--- src/rtl/cpu_pkg.sv ---
// Shared constants and types for the fetch stage.
package cpu_pkg;
   localparam int               WORD_W       = 32;
   localparam logic [WORD_W-1:0] PC_STEP      = 32'd4;
   localparam logic [WORD_W-1:0] RESET_PC_DEF = 32'h0000_0000;
   localparam logic [WORD_W-1:0] NOP_INSTR    = 32'h0000_0000;
   localparam logic [WORD_W-1:0] TRAP_PC_DEF  = 32'h0000_0080;

   typedef enum logic [1:0] {
      PC_SEQ,
      PC_HOLD,
      PC_TARGET,
      PC_TRAP
   } pc_sel_e;
endpackage

--- src/rtl/pc_reg.sv ---
// Program counter register with next-PC selection (sequential / hold / redirect / trap).
// Trap path exists only when MISALIGN_TRAP_EN is defined.
module pc_reg
   import cpu_pkg::*;
#(
   parameter logic [WORD_W-1:0] RESET_PC = RESET_PC_DEF,
   parameter logic [WORD_W-1:0] TRAP_PC  = TRAP_PC_DEF
) (
   input  logic              clk,
   input  logic              rst,
   input  logic              stall,
   input  logic              branch_taken,
   input  logic [WORD_W-1:0] branch_target,
`ifdef MISALIGN_TRAP_EN
   output logic              trap_take,
`endif
   output logic [WORD_W-1:0] pc
);

   logic [WORD_W-1:0] pc_q, pc_d;
   pc_sel_e           sel;

   always_comb begin
      sel = PC_SEQ;
      if (branch_taken) begin
`ifdef MISALIGN_TRAP_EN
         sel = (branch_target[1:0] != 2'b00) ? PC_TRAP : PC_TARGET;
`else
         sel = PC_TARGET;
`endif
      end else if (stall) begin
         sel = PC_HOLD;
      end
   end

   // Redirect targets are forced word-aligned so PC[1:0] never leaves 2'b00.
   always_comb begin
      pc_d = pc_q + PC_STEP;
      unique case (sel)
         PC_SEQ:    pc_d = pc_q + PC_STEP;
         PC_HOLD:   pc_d = pc_q;
         PC_TARGET: pc_d = branch_target & ~32'h0000_0003;
         PC_TRAP:   pc_d = TRAP_PC;
         default:   pc_d = pc_q;
      endcase
   end

   always_ff @(posedge clk) begin
      if (rst) pc_q <= RESET_PC;
      else     pc_q <= pc_d;
   end

   assign pc = pc_q;
`ifdef MISALIGN_TRAP_EN
   assign trap_take = (sel == PC_TRAP);
`endif

endmodule

--- src/rtl/etapa_fetch.sv ---
// Instruction-fetch stage: PC drives Read_addres, returned word is latched into IF/ID.
// Optional misaligned-redirect trap enabled by defining MISALIGN_TRAP_EN.
module etapa_fetch
   import cpu_pkg::*;
#(
   parameter logic [WORD_W-1:0] RESET_PC  = RESET_PC_DEF,
   parameter logic [WORD_W-1:0] NOP_INSTR = cpu_pkg::NOP_INSTR,
   parameter logic [WORD_W-1:0] TRAP_PC   = TRAP_PC_DEF
) (
   input  logic              clk,
   input  logic              rst,
   input  logic              stall,
   input  logic              flush,
   input  logic              branch_taken,
   input  logic [WORD_W-1:0] branch_target,
   output logic [WORD_W-1:0] Read_addres,
   input  logic [WORD_W-1:0] instruccion,
   output logic [WORD_W-1:0] if_id_pc,
   output logic [WORD_W-1:0] if_id_pc4,
   output logic [WORD_W-1:0] if_id_instr,
`ifdef MISALIGN_TRAP_EN
   output logic              misalign_err,
`endif
   output logic              if_id_valid
);

   logic [WORD_W-1:0] pc;
   logic [WORD_W-1:0] if_id_pc_q, if_id_pc_d;
   logic [WORD_W-1:0] if_id_pc4_q, if_id_pc4_d;
   logic [WORD_W-1:0] if_id_instr_q, if_id_instr_d;
   logic              if_id_valid_q, if_id_valid_d;

`ifdef MISALIGN_TRAP_EN
   logic trap_take;
   logic misalign_err_q, misalign_err_d;
`endif

   pc_reg #(
      .RESET_PC (RESET_PC),
      .TRAP_PC  (TRAP_PC)
   ) u_pc_reg (
      .clk           (clk),
      .rst           (rst),
      .stall         (stall),
      .branch_taken  (branch_taken),
      .branch_target (branch_target),
`ifdef MISALIGN_TRAP_EN
      .trap_take     (trap_take),
`endif
      .pc            (pc)
   );

   assign Read_addres = pc;

   // A redirect kills the wrong-path word; a bubble keeps the last pc/pc4.
   always_comb begin
      if_id_pc_d    = if_id_pc_q;
      if_id_pc4_d   = if_id_pc4_q;
      if_id_instr_d = if_id_instr_q;
      if_id_valid_d = if_id_valid_q;
      if (branch_taken || flush) begin
         if_id_instr_d = NOP_INSTR;
         if_id_valid_d = 1'b0;
      end else if (!stall) begin
         if_id_pc_d    = pc;
         if_id_pc4_d   = pc + PC_STEP;
         if_id_instr_d = instruccion;
         if_id_valid_d = 1'b1;
      end
   end

   always_ff @(posedge clk) begin
      if (rst) begin
         if_id_pc_q    <= '0;
         if_id_pc4_q   <= '0;
         if_id_instr_q <= NOP_INSTR;
         if_id_valid_q <= 1'b0;
      end else begin
         if_id_pc_q    <= if_id_pc_d;
         if_id_pc4_q   <= if_id_pc4_d;
         if_id_instr_q <= if_id_instr_d;
         if_id_valid_q <= if_id_valid_d;
      end
   end

`ifdef MISALIGN_TRAP_EN
   assign misalign_err_d = trap_take;

   always_ff @(posedge clk) begin
      if (rst) misalign_err_q <= 1'b0;
      else     misalign_err_q <= misalign_err_d;
   end

   assign misalign_err = misalign_err_q;
`endif

   assign if_id_pc    = if_id_pc_q;
   assign if_id_pc4   = if_id_pc4_q;
   assign if_id_instr = if_id_instr_q;
   assign if_id_valid = if_id_valid_q;

endmodule

--- config.mk ---
export PLATFORM = sky130hd
export DESIGN_NAME = etapa_fetch
export DESIGN_NICKNAME = d
export VERILOG_FILES = /design/src/rtl/cpu_pkg.sv /design/src/rtl/pc_reg.sv /design/src/rtl/etapa_fetch.sv
export SDC_FILE = /design/constraint.sdc
export NUM_CORES = 1
export LEC_CHECK = 0
export ABC_AREA = 1
export BUFFER_PORTS_ARGS = -buffer_cell sky130_fd_sc_hd__buf_2
export CAP_MARGIN = 20
export CORE_MARGIN = 3
export CORE_UTILIZATION = 54
export CTS_BUF_LIST = sky130_fd_sc_hd__clkbuf_8 sky130_fd_sc_hd__clkbuf_16
export DETAILED_ROUTE_END_ITERATION = 8
export PLACE_DENSITY = 0.95
export SLEW_MARGIN = 20
export SYNTH_ARGS = -nofsm -noshare
export SYNTH_HDL_FRONTEND = slang
export SYNTH_SLANG_ARGS = --single-unit
--- constraint.sdc ---
create_clock -name clk -period 4.1 [get_ports clk]
set_input_delay 1.23 -clock clk [delete_from_list [all_inputs] [get_ports clk]]
set_output_delay 1.23 -clock clk [all_outputs]
set_load 0.05 [all_outputs]
* Word level (Yosys, flattened, before mapping) *
Index checks and enable logic that the tools add are counted.

cells by class
  bitwise operators = 2
  order comparisons = 0
  shift-type cells = 0
  add/subtract/negate cells = 1
  div/mod/pow operators = 0
  reductions and logical operators = 4
  equal/unequal tests = 3
  muxes and demuxes = 3
  $mul = 0

operators by type and width
  cell                                                  number
  one-hot mux 32 bit (3 select lines)                   1
  adder 32 x 3 -> 32 bit (second input constant)        1
  equality test 2 bit (second input constant)           2
  equality test 2 x 1 -> 1 bit (second input constant)  1
  zero test 2 bit                                       1
  two-way mux 2 bit                                     1
  inverter 1 bit                                        2
  AND reduction 2 bit                                   1
  OR reduction 2 bit                                    1
  logical OR 1 bit                                      1
  two-way mux 1 bit                                     1

storage, ports and cells
  memories = 0
  bits of input ports = 69
  bits in read-only memories = 0
  bits in latches = 0
  flip-flop bits (word level) = 129
  RAM bits = 0

* Depth between registers and ports, before layout *
Gate-level depths: netlist of the first run.

  depth after elaboration = 4
  mapped depth = 11
  mapped depth without buffers = 11

* Hierarchy *
From an unflattened synthesis of the first run, not the netlist that was laid out.

unflattened totals
  cell total of the unflattened synthesis = 996
  area total of the unflattened synthesis = 6381.1 µm²

by module, submodules not included
  module       instances  cells each  seq. area each (µm²)  area each (µm²)
  etapa_fetch  1          626         1901.8                4224.1
  pc_reg       1          370         600.6                 2157.1

* Worst setup path before layout of the first run *
OpenSTA, ideal clock, no wires.

  path kind = input to register
  from = input port stall
  to = register if_id_pc_q[5] (netlist: if_id_pc[5])
  setup slack = 1.835 ns
  required time = 3.976 ns
  arrival time = 2.141 ns
  stages on the path = 7
  cell sequence = buf_4 -> nor2_4 -> inv_2 -> nor2_4 -> buf_2 -> buf_2 -> a21oi_1

between the ends
  cells in the longest elaborated chain, start to end = 2

RTL lines
  item                                  line               source
  start: declaration                    etapa_fetch.sv:12  input logic stall,
  inverter 1 bit (no source line)       -
  AND reduction 2 bit (no source line)  -
  end signal: assignment                etapa_fetch.sv:79  if_id_pc_q <= if_id_pc_d;
  end: declaration                      etapa_fetch.sv:28  logic [WORD_W-1:0] if_id_pc_q, if_id_pc_d;

Every way passes these cells.
A chain may end at the register's enable or synchronous reset.

* Worst setup path in the final report of the first run *
  from = input port branch_taken
  to = register if_id_pc4_q[27] (netlist: if_id_pc4[27])

between the ends
  cells in the longest elaborated chain, start to end = 3

RTL lines
  item                                  line               source
  start: declaration                    etapa_fetch.sv:14  input logic branch_taken,
  logical OR 1 bit                      etapa_fetch.sv:61  if (branch_taken || flush) begin
  inverter 1 bit (no source line)       -
  AND reduction 2 bit (no source line)  -
  end signal: assignment                etapa_fetch.sv:80  if_id_pc4_q <= if_id_pc4_d;
  end: declaration                      etapa_fetch.sv:29  logic [WORD_W-1:0] if_id_pc4_q, if_id_pc4_d;

Every way passes these cells.

==> out/results.md, run 1 <==
| Metric | Value | Unit |
|---|---|---|
| Run status | finished clean | - |
| Die X-Extent | 107 | um |
| Fraction of synthesized cell area taken by the top area cell type | 44.6 | % |
| Total gr overflow | 0 | - |
| Antenna violations before repair | 0 | - |
| Number of flops mapped to enable cells by yosys | 0 | - |
| Register Area | 0.00246 | mm^2 |
| Die outline height | 107 | um |
| Register bit total from synthesis | 123 | - |
| Synthesized instance count | 781 | - |
| Count of final setup violators | 0 | - |
| DRT antenna net count | 0 | - |
| Crit-path cells | buf_2 -> nor2_4 -> inv_2 -> nor2_4 -> buf_4 -> nor2_1 -> nor2_1 -> o21ai_0 -> inv_1 | - |
| Global-route wire length before repair | 26000 | um |
| Router iterations before antenna repair | 7 | - |
| WHS Path Cells | 2 | - |
| Resized Gates After CTS | 0 | - |
| RSZ-0062 raised after global routing | no | - |
| Biggest area contributors in the synthesized netlist | sky130_fd_sc_hd__dfxtp_1, sky130_fd_sc_hd__nand2_1, sky130_fd_sc_hd__nor2_1 | - |
| Initial Util | 56.0 | % |
| Min Hold Slack | 0.460 | ns |
| Clock tree from TritonCTS | done | - |
| Worst setup EP type | register | - |
| Largest register FFs | 32 | - |
| Diodes inserted | 0 | - |
| Post-DR vias/cell | 5.16 | - |
| Final core utilization | 71.0 | % |
| Area of placed instances | 0.00644 | mm^2 |
| Violation count after the first detailed-route iteration | 516 | - |
| Register-to-Register Setup Slack | 2.27 | ns |
| Portion of the clock cycle consumed by the worst path in the final layout | 72.9 | % |
| Routed wire length | 16200 | um |
| Worst-path clk slew | 0.06 | ns |
| Total area of multi-input combinational cells | 0.00253 | mm^2 |
| Floorplan row count | 36 | - |
| Total routing resource utilization after global routing | 28.3 | % |
| Yosys warns | 0 | - |
| Setup TNS | 0 | ns |
| Later-pin clock latency in the skew report | 0.51 | ns |
| Final HPWL from detailed placement | 11100 | um |
| Max-cap viol count | 0 | - |
| Number of clock buffers inserted by TritonCTS | 17 | - |
| Ratio of cells with drive above 1 in the final layout | 26.8 | % |
| Post-synthesis to final-layout area growth | 26.9 | % |
| Cell area power density | 456 | mW/mm^2 |
| Max IR drop VDD | 0.000285 | V |
| # hold bufs at CTS | 0 | - |
| Worst slew pin tran | 0.806 | ns |
| Total number of nets in the final design | 1023 | - |
| Overall via count from detail_route | 5675 | - |
| Slew HR | 46.1 | % |
| Critical Path Fanout Max | 50 | - |
| Routability-driven placement congestion ratio | 0.878 | - |
| Max Clock Freq | 0.334 | GHz |
| Maximum number of pins on one net before global-route repair | 57 | - |
| Mean post-synth cell area | 7.07 | um^2 |
| Total of buffers placed on input and output ports | 189 | - |
| Number of distinct library cells after synthesis | 33 | - |
| Flip-flop cell with the highest count after synthesis | sky130_fd_sc_hd__dfxtp_1 | - |
| Leak pwr | 0.00351 | uW |
| CP bufs+invs | 4 | - |
| Max stage delay cell, worst path | sky130_fd_sc_hd__nor2_4 | - |
| Family of cells with the greatest summed delay on the critical path | simple AND/OR/NAND/NOR gates | - |
| Final Max Slew Viols | 0 | - |
| Number of buffers on the longest clock path | 2 | - |
| Post-CTS Setup Inserts | 0 | - |
| Clock sink total | 123 | - |
| Worst Clk Skew | 0.0106 | ns |
| Number of DRC violations after detailed routing | 0 | - |
| Sequential cell area fraction in the yosys report | 44.6 | % |
| Number of global-route vias before repair | 5409 | - |
| CTS root buf | sky130_fd_sc_hd__clkbuf_8 | - |
| I/O pin count | 198 | - |
| Die Area | 0.0115 | mm^2 |
| Type of the tightest min-delay check | register to register | - |
| Minimum clock period | 2.99 | ns |
| CP arrival | 3.44 | ns |
| CP Depth | 9 | - |
| Final routed wire length divided by cell count | 14.8 | um |
| Worst-case reg-to-reg path depth | 8 | - |
| Biggest cell delay along the critical path | 0.74 | ns |
| Area of the core | 0.00986 | mm^2 |
| Final hold vios | 0 | - |
| Synth area leader | sky130_fd_sc_hd__dfxtp_1 | - |
| Fin area | 0.00700 | mm^2 |
| Share of synthesized flip-flops with an asynchronous set or reset | 0 | % |
| Type of element launching the critical path | primary input | - |
| Netlist area before placement | 0.00552 | mm^2 |
| Critical path data required time | 4.55 | ns |
| CTS H-tree lvls | 4 | - |
| Fillers | 788 | - |
| Worst Setup Path Type | primary input to register | - |
-- through the flow --
stage | total power (uW) | cells | setup slack (ns)
after floorplan | 1660 | 786 | 1.83
after detailed placement | 1780 | 1067 | 0.673
after global placement | 1770 | 1067 | 0.717
after CTS | 3200 | 1099 | 1.18
final | 3200 | 1099 | 1.11
after global routing | 3300 | 1099 | 0.905
-- final timing paths --
| path | end | startpoint |
|---|---|---|
| worst max-delay path | if_id_pc4[27]$_SDFFE_PP0P_ | branch_taken |
| worst min-delay path | if_id_instr[7]$_SDFFE_PP0N_ | if_id_instr[7]$_SDFFE_PP0N_ |
| worst min register to register | if_id_instr[7]$_SDFFE_PP0N_ | if_id_instr[7]$_SDFFE_PP0N_ |
| worst max register to register | u_pc_reg.pc[14]$_SDFFE_PP0N_ | u_pc_reg.pc[2]$_SDFFE_PP0N_ |
-- cell families (layout without fill, tap and decap cells) --
family / count (synthesis) / count (layout) / synth area share [%]
flip-flops: 123 / 123 / 44.6
AO/OA/AOI/OAI: 160 / 160 / 15.7
AND/OR/NAND/NOR: 356 / 356 / 26.7
adder cells (fa/ha/maj): 1 / 1 / 0.227
XOR/XNOR: 15 / 15 / 2.79
buffers and inverters: 125 / 305 / 9.90
other: 1 / 6 / 0.0679
-- placed cells by master (no fill, tap or decap), types with 15 or more instances in the layout --
| master | instances |
|---|---|
| sky130_fd_sc_hd__nand2_1 | 206 |
| sky130_fd_sc_hd__buf_2 | 189 |
| sky130_fd_sc_hd__dfxtp_1 | 123 |
| sky130_fd_sc_hd__nor2_1 | 114 |
| sky130_fd_sc_hd__inv_1 | 76 |
| sky130_fd_sc_hd__a21oi_1 | 66 |
| sky130_fd_sc_hd__o21ai_0 | 63 |
| sky130_fd_sc_hd__clkbuf_16 | 16 |
| sky130_fd_sc_hd__nand3_1 | 15 |
-- layer usage --
metal	vias up	share of wire, %	GRT usage, %
li1	2783	-	-
met2	320	49	47.3
met3	48	9.5	6.92
met4	0	2.5	14.2
met1	2524	39	33.6
met5	-	0	0
-- cells in the mapped netlist (4+ instances only) --
cell	instances
sky130_fd_sc_hd__buf_2	8
sky130_fd_sc_hd__nand3_1	15
sky130_fd_sc_hd__a22o_1	6
sky130_fd_sc_hd__nor2_1	114
sky130_fd_sc_hd__clkbuf_1	21
sky130_fd_sc_hd__inv_2	4
sky130_fd_sc_hd__nand2_2	5
sky130_fd_sc_hd__buf_4	7
sky130_fd_sc_hd__nor2_4	9
sky130_fd_sc_hd__a21oi_2	6
sky130_fd_sc_hd__xor2_1	9
sky130_fd_sc_hd__o21ai_1	9
sky130_fd_sc_hd__buf_1	5
sky130_fd_sc_hd__o21ai_0	63
sky130_fd_sc_hd__nand2_1	206
sky130_fd_sc_hd__clkbuf_8	4
sky130_fd_sc_hd__a21oi_1	66
sky130_fd_sc_hd__inv_1	75
sky130_fd_sc_hd__a31oi_1	7
sky130_fd_sc_hd__dfxtp_1	123
-- worst reg2reg max path, stage by stage, from the launching register on --
cell,delay [ns]
sky130_fd_sc_hd__dfxtp_1,0.45
sky130_fd_sc_hd__ha_1,0.24
sky130_fd_sc_hd__nand2_2,0.08
sky130_fd_sc_hd__nor2_4,0.18
sky130_fd_sc_hd__nand2_4,0.13
sky130_fd_sc_hd__nor2_4,0.17
sky130_fd_sc_hd__xor2_1,0.24
sky130_fd_sc_hd__nand2_1,0.11
sky130_fd_sc_hd__a21oi_1,0.16
-- layout make-up --
type	count	area share (%)
clock inverter	15	2.14
inverter	79	4.23
timing repair buffer	194	14.0
multi-input combinational	538	36.1
clock buffer	17	5.91
tap	133	2.38
sequential	123	35.2
-- power breakdown --
group | switching (uW) | total (uW) | internal (uW)
clock network | 566 | 1430 | 864
logic | 354 | 469 | 114
registers | 47.6 | 1300 | 1250
total | 968 | 3200 | 2230
Power figures use the tool's default switching activity.
==> run 2, diff against run 1 <==
- CORE_UTILIZATION: 54 -> 45
- PLACE_DENSITY: 0.95 -> 0.87
- clock period: 4.1 -> 2.5 ns (I/O delays scaled with it)
==> run 2 against run 1 <==
Compared with the run above:
- worst hold slack better by 0.00088 ns
- clock-buffer cell count up 5
- utilization shrank 10 points
- largest cell class unchanged
- critical endpoint is now Read_addres[18]
==> out/results.md, run 2 (synthesis gave the netlist of run 1 again) <==
| Metric | Value | Unit | Delta |
|---|---|---|---|
| Routability-driven placement congestion ratio | 0.836 | - | -4.8% |
| RSZ-0062 raised after global routing | no | - |  |
| Die X-Extent | 117 | um | +9.0% |
| Die Area | 0.0136 | mm^2 | +19% |
| Maximum number of pins on one net before global-route repair | 65 | - | +14% |
| Total number of nets in the final design | 1028 | - | +0.49% |
| Crit-path cells | buf_2 | - |  |
| Overall via count from detail_route | 5655 | - | -0.35% |
| Portion of the clock cycle consumed by the worst path in the final layout | 80.9 | % |  |
| Worst-path clk slew | 0.05 | ns | about the same |
| Final hold vios | 0 | - | unchanged |
| Register Area | 0.00246 | mm^2 | unchanged |
| Clock tree from TritonCTS | done | - |  |
| Ratio of cells with drive above 1 in the final layout | 27.0 | % | +0.17 points |
| Biggest cell delay along the critical path | 0.52 | ns | -0.22 ns |
| Routed wire length | 16300 | um | +0.38% |
| Global-route wire length before repair | 25500 | um | -2.0% |
| CTS root buf | sky130_fd_sc_hd__clkbuf_16 | - |  |
| Final routed wire length divided by cell count | 14.6 | um | -0.97% |
| Total routing resource utilization after global routing | 23.9 | % | -4.3 points |
| Critical Path Fanout Max | 6 | - | -88% |
| Type of the tightest min-delay check | register to register | - |  |
| Diodes inserted | 0 | - | unchanged |
| Number of buffers on the longest clock path | 2 | - | unchanged |
| Count of final setup violators | 0 | - | unchanged |
| CP bufs+invs | 1 | - | -3 |
| Final HPWL from detailed placement | 11400 | um | +2.6% |
| Post-DR vias/cell | 5.08 | - | -1.7% |
| Number of global-route vias before repair | 5320 | - | -1.6% |
| Minimum clock period | 2.02 | ns |  |
| DRT antenna net count | 0 | - | unchanged |
| Worst setup EP type | primary output | - |  |
| Number of DRC violations after detailed routing | 0 | - | unchanged |
| Max IR drop VDD | 0.000513 | V | +80% |
| Type of element launching the critical path | register | - |  |
| Total power after layout | 5450 | uW | +70% |
| Fillers | 1021 | - | +30% |
| Worst Clk Skew | 0.00828 | ns | -0.00234 ns |
| Largest register FFs | 32 | - | unchanged |
| Leak pwr | 0.00359 | uW | +2.3% |
| Antenna violations before repair | 0 | - | unchanged |
| Slew HR | 53.9 | % | +7.8 points |
| Floorplan row count | 39 | - | +8.3% |
| Router iterations before antenna repair | 6 | - | -1 |
| Number of clock buffers inserted by TritonCTS | 17 | - | unchanged |
| CP arrival | 1.27 | ns | -2.17 ns |
| Area of placed instances | 0.00653 | mm^2 | +1.4% |
| Initial Util | 47.1 | % | -8.8 points |
| Max Clock Freq | 0.495 | GHz |  |
| Post-CTS Setup Inserts | 0 | - | unchanged |
| Clock sink total | 123 | - | unchanged |
| Run status | finished clean | - |  |
| Later-pin clock latency in the skew report | 0.42 | ns | -0.09 ns |
| Area of the core | 0.0117 | mm^2 | +19% |
| Resized Gates After CTS | 0 | - | unchanged |
| Worst Setup Path Type | register to primary output | - |  |
| Cell area power density | 763 | mW/mm^2 | +67% |
| Family of cells with the greatest summed delay on the critical path | flip-flops | - |  |
| Final core utilization | 61.0 | % | -10 points |
| Final Max Slew Viols | 0 | - | unchanged |
| # hold bufs at CTS | 0 | - | unchanged |
| Max stage delay cell, worst path | sky130_fd_sc_hd__dfxtp_1 | - |  |
| Critical path data required time | 1.75 | ns | -2.80 ns |
| Most common cell after layout, fill and taps aside | sky130_fd_sc_hd__nand2_1 | - |  |
| Total area of multi-input combinational cells | 0.00253 | mm^2 | unchanged |
| Fin area | 0.00714 | mm^2 | +2.0% |
| CTS H-tree lvls | 4 | - | unchanged |
| Most frequent cells in the layout | sky130_fd_sc_hd__nand2_1, sky130_fd_sc_hd__buf_2, sky130_fd_sc_hd__dfxtp_1 | - |  |
| Post-synthesis to final-layout area growth | 29.4 | % |  |
| Max-cap viol count | 0 | - | unchanged |
| I/O pin count | 198 | - | unchanged |
| Total of buffers placed on input and output ports | 189 | - | unchanged |
| Worst slew pin tran | 0.692 | ns | -0.114 ns |
| Die outline height | 117 | um | +9.0% |
| Total gr overflow | 0 | - | unchanged |
| Setup TNS | 0 | ns | unchanged |
| Violation count after the first detailed-route iteration | 510 | - | -1.2% |
[run 2: cell types whose count changed in the layout (fill, tap and decap cells not counted), moves of 3 or more]
cell	before	now
sky130_fd_sc_hd__inv_6	3	0
sky130_fd_sc_hd__buf_12	0	3
sky130_fd_sc_hd__clkbuf_8	1	5
sky130_fd_sc_hd__clkinvlp_4	3	0
[run 2: report_power, final]
| group | leakage [uW] | total (uW) | internal [uW] | switching, uW |
|---|---|---|---|---|
| Clock | 0.000319 | 2540 | 1680 | 858 |
| Combinational | 0.00227 | 783 | 197 | 586 |
| Sequential | 0.00101 | 2130 | 2050 | 77.0 |
[run 2: metrics by stage]
| step | hold slack [ns] | worst slack (ns) | cells |
|---|---|---|---|
| 5_1_grt | 0.481 | 0.430 | 1114 |
| 3_5_place_dp | 0.453 | 0.421 | 1082 |
| 3_3_place_gp | 0.448 | 0.513 | 1082 |
| 4_1_cts | 0.460 | 0.471 | 1114 |
| 6_report | 0.461 | 0.478 | 1114 |
| 2_1_floorplan | 0.685 | 0.586 | 786 |
[run 2: area by class of cell]
class                           count  area share, %
Sequential cell                   123           34.5
Timing Repair Buffer              199           14.8
Multi-Input combinational cell    538           35.4
Inverter                           79           4.15
Clock inverter                     10           1.70
Clock buffer                       22           6.92
Tap cell                          143           2.51
[run 2: final timing paths]
path,start,end,cells past startpoint,slack [ns]
worst max-delay path,u_pc_reg.pc[18]$_SDFFE_PP0N_,Read_addres[18],1,0.48
worst max register to register,u_pc_reg.pc[2]$_SDFFE_PP0N_,u_pc_reg.pc[12]$_SDFFE_PP0N_,8,0.61
worst min register to register,if_id_instr[2]$_SDFFE_PP0N_,if_id_instr[2]$_SDFFE_PP0N_,2,0.46
worst min-delay path,if_id_instr[2]$_SDFFE_PP0N_,if_id_instr[2]$_SDFFE_PP0N_,2,0.46
[run 2: per-layer routing]
layer	routed length (um)	share of wire, %	GRT usage (%)
met5	0	0	0
met1	6690	41	27.8
met3	1580	9.7	10.2
met2	7650	47	38.8
met4	371	2.3	9.94
==> run 3, diff against run 2 <==
- clock period: 2.5 -> 1.8 ns (I/O delays scaled with it)
==> run 3 against run 2 <==
Compared with the run above:
- first-iteration DRC count grew 9.6%
- sequential power grew 38%
- total power grew 34%
- critical endpoint is now Read_addres[10]
- largest power group unchanged
==> out/results.md, run 3 (synthesis gave the netlist of run 1 again) <==
| Metric | Value | Unit | Delta |
|---|---|---|---|
| Type of the tightest min-delay check | primary input to register | - |  |
| Maximum number of pins on one net before global-route repair | 57 | - | -12% |
| Worst Clk Skew | 0.00947 | ns | +0.00119 ns |
| Overall via count from detail_route | 5592 | - | -1.1% |
| Worst-case reg-to-reg path depth | 10 | - | +2 |
| Router iterations before antenna repair | 5 | - | -1 |
| Most common cell after layout, fill and taps aside | sky130_fd_sc_hd__nand2_1 | - |  |
| Total number of nets in the final design | 1045 | - | +1.7% |
| Cell area power density | 1010 | mW/mm^2 | +32% |
| Ratio of cells with drive above 1 in the final layout | 28.7 | % | +1.8 points |
| Max IR drop VDD | 0.000735 | V | +43% |
| Slew HR | 52.3 | % | -1.5 points |
| Most frequent cells in the layout | sky130_fd_sc_hd__nand2_1, sky130_fd_sc_hd__buf_2, sky130_fd_sc_hd__dfxtp_1 | - |  |
| Worst setup EP type | primary output | - |  |
| Critical path data required time | 1.26 | ns | -0.49 ns |
| WHS Path Cells | 3 | - | +1 |
| Post-CTS Setup Inserts | 0 | - | unchanged |
| Critical Path Start | u_pc_reg.pc[10]$_SDFFE_PP0N_ | - |  |
| Number of DRC violations after detailed routing | 0 | - | unchanged |
| Type of element launching the critical path | register | - |  |
| Fillers | 1051 | - | +2.9% |
| Setup TNS | 0 | ns | unchanged |
| Final routed wire length divided by cell count | 14.2 | um | -3.0% |
| Total of buffers placed on input and output ports | 189 | - | unchanged |
| Routed wire length | 16100 | um | -1.4% |
| CP arrival | 1.22 | ns | -0.05 ns |
| Area of placed instances | 0.00667 | mm^2 | +2.2% |
| Post-synthesis to final-layout area growth | 31.4 | % |  |
| RSZ-0062 raised after global routing | no | - |  |
| Post-DR vias/cell | 4.94 | - | -2.7% |
| Violation count after the first detailed-route iteration | 559 | - | +9.6% |
| Final HPWL from detailed placement | 11400 | um | +0.48% |
| Number of global-route vias before repair | 5221 | - | -1.9% |
| Clock sink total | 123 | - | unchanged |
| CTS H-tree lvls | 4 | - | unchanged |
| Worst flop-to-flop path startpoint | u_pc_reg.pc[3]$_SDFFE_PP0N_ | - |  |
| CTS root buf | sky130_fd_sc_hd__clkbuf_16 | - |  |
| Die outline height | 117 | um | unchanged |
| Minimum clock period | 1.76 | ns |  |
| Global-route wire length before repair | 25300 | um | -0.76% |
| DRT antenna net count | 0 | - | unchanged |
| Number of clock buffers inserted by TritonCTS | 17 | - | unchanged |
| Later-pin clock latency in the skew report | 0.42 | ns | about the same |
| Antenna violations before repair | 1 | - | +1 |
| Die X-Extent | 117 | um | unchanged |
| Fin area | 0.00725 | mm^2 | +1.6% |
| I/O pin count | 198 | - | unchanged |
| Run status | finished clean | - |  |
| Die Area | 0.0136 | mm^2 | unchanged |
| Final Max Slew Viols | 0 | - | unchanged |
| Area of the core | 0.0117 | mm^2 | unchanged |
| Routability-driven placement congestion ratio | 0.842 | - | +0.72% |
| Critical Path Fanout Max | 4 | - | -2 |
| Count of final setup violators | 0 | - | unchanged |
| Max Clock Freq | 0.567 | GHz |  |
| Number of buffers on the longest clock path | 2 | - | unchanged |
| Worst-path clk slew | 0.05 | ns | about the same |
| Total routing resource utilization after global routing | 24.0 | % | about the same |
| Worst slew pin tran | 0.714 | ns | +0.0219 ns |
| Portion of the clock cycle consumed by the worst path in the final layout | 97.9 | % |  |
| Initial Util | 47.1 | % | unchanged |
| Final hold vios | 0 | - | unchanged |
| Leak pwr | 0.00366 | uW | +2.0% |
| Hold Path Origin | instruccion[20] | - |  |
| Max-cap viol count | 0 | - | unchanged |
| Clock tree from TritonCTS | done | - |  |
| Largest register FFs | 32 | - | unchanged |
| Final core utilization | 61.9 | % | +0.96 points |
| Total gr overflow | 0 | - | unchanged |
| Worst Setup Path Type | register to primary output | - |  |
| Floorplan row count | 39 | - | unchanged |
run 3: what timing repair did:
item | CTS | global route
pin swaps | 0 | 0
hold buffers | 0 | 0
endpoints found under the setup margin | 2 | 5
gates resized for setup | 2 | 5
run 3: power by group:
| part | switching (uW) | internal, uW | total (uW) |
|---|---|---|---|
| logic | 831 | 305 | 1140 |
| registers | 86.0 | 2850 | 2930 |
| clock network | 1200 | 2050 | 3250 |
run 3: critical path, stage by stage, from the launching register on:
cell and delay (ns):
sky130_fd_sc_hd__dfxtp_1 0.38, sky130_fd_sc_hd__buf_4 0.16, sky130_fd_sc_hd__buf_2 0.26
run 3: per-stage QoR:
step           hold slack, ns  cells  power, uW  setup WS, ns
6_report                0.360   1132       7320        0.0370
3_3_place_gp            0.446   1099       4100        0.0294
5_1_grt                 0.358   1132       7590      0.000806
2_1_floorplan           0.609    786       3790        0.0800
4_1_cts                 0.343   1131       7360       0.00192
3_5_place_dp            0.451   1099       4120        0.0228
run 3: cell type report:
class	instances	area (um^2)	share of cell area (%)
Clock inverter	10	73.8	1.02
Inverter	79	297	4.09
Timing Repair Buffer	216	1210	16.7
Clock buffer	22	494	6.81
Sequential cell	123	2470	34.0
Multi-Input combinational cell	538	2530	34.9
Antenna cell	1	2.50	0.0345
Tap cell	143	179	2.47
run 3: path summary, 6_finish.rpt:
path,end,slack (ns)
setup reg to reg,if_id_pc4[22]$_SDFFE_PP0P_,0.16
hold / removal,if_id_instr[20]$_SDFFE_PP0N_,0.36
hold reg to reg,if_id_instr[15]$_SDFFE_PP0N_,0.46
setup / recovery,Read_addres[10],0.04
run 3: per-layer routing:
layer | routed length [um] | global-route usage (%)
met1 | 6560 | 28.6
met2 | 7640 | 38.5
met3 | 1590 | 9.17
met4 | 274 | 10.2
met5 | 0 | 0
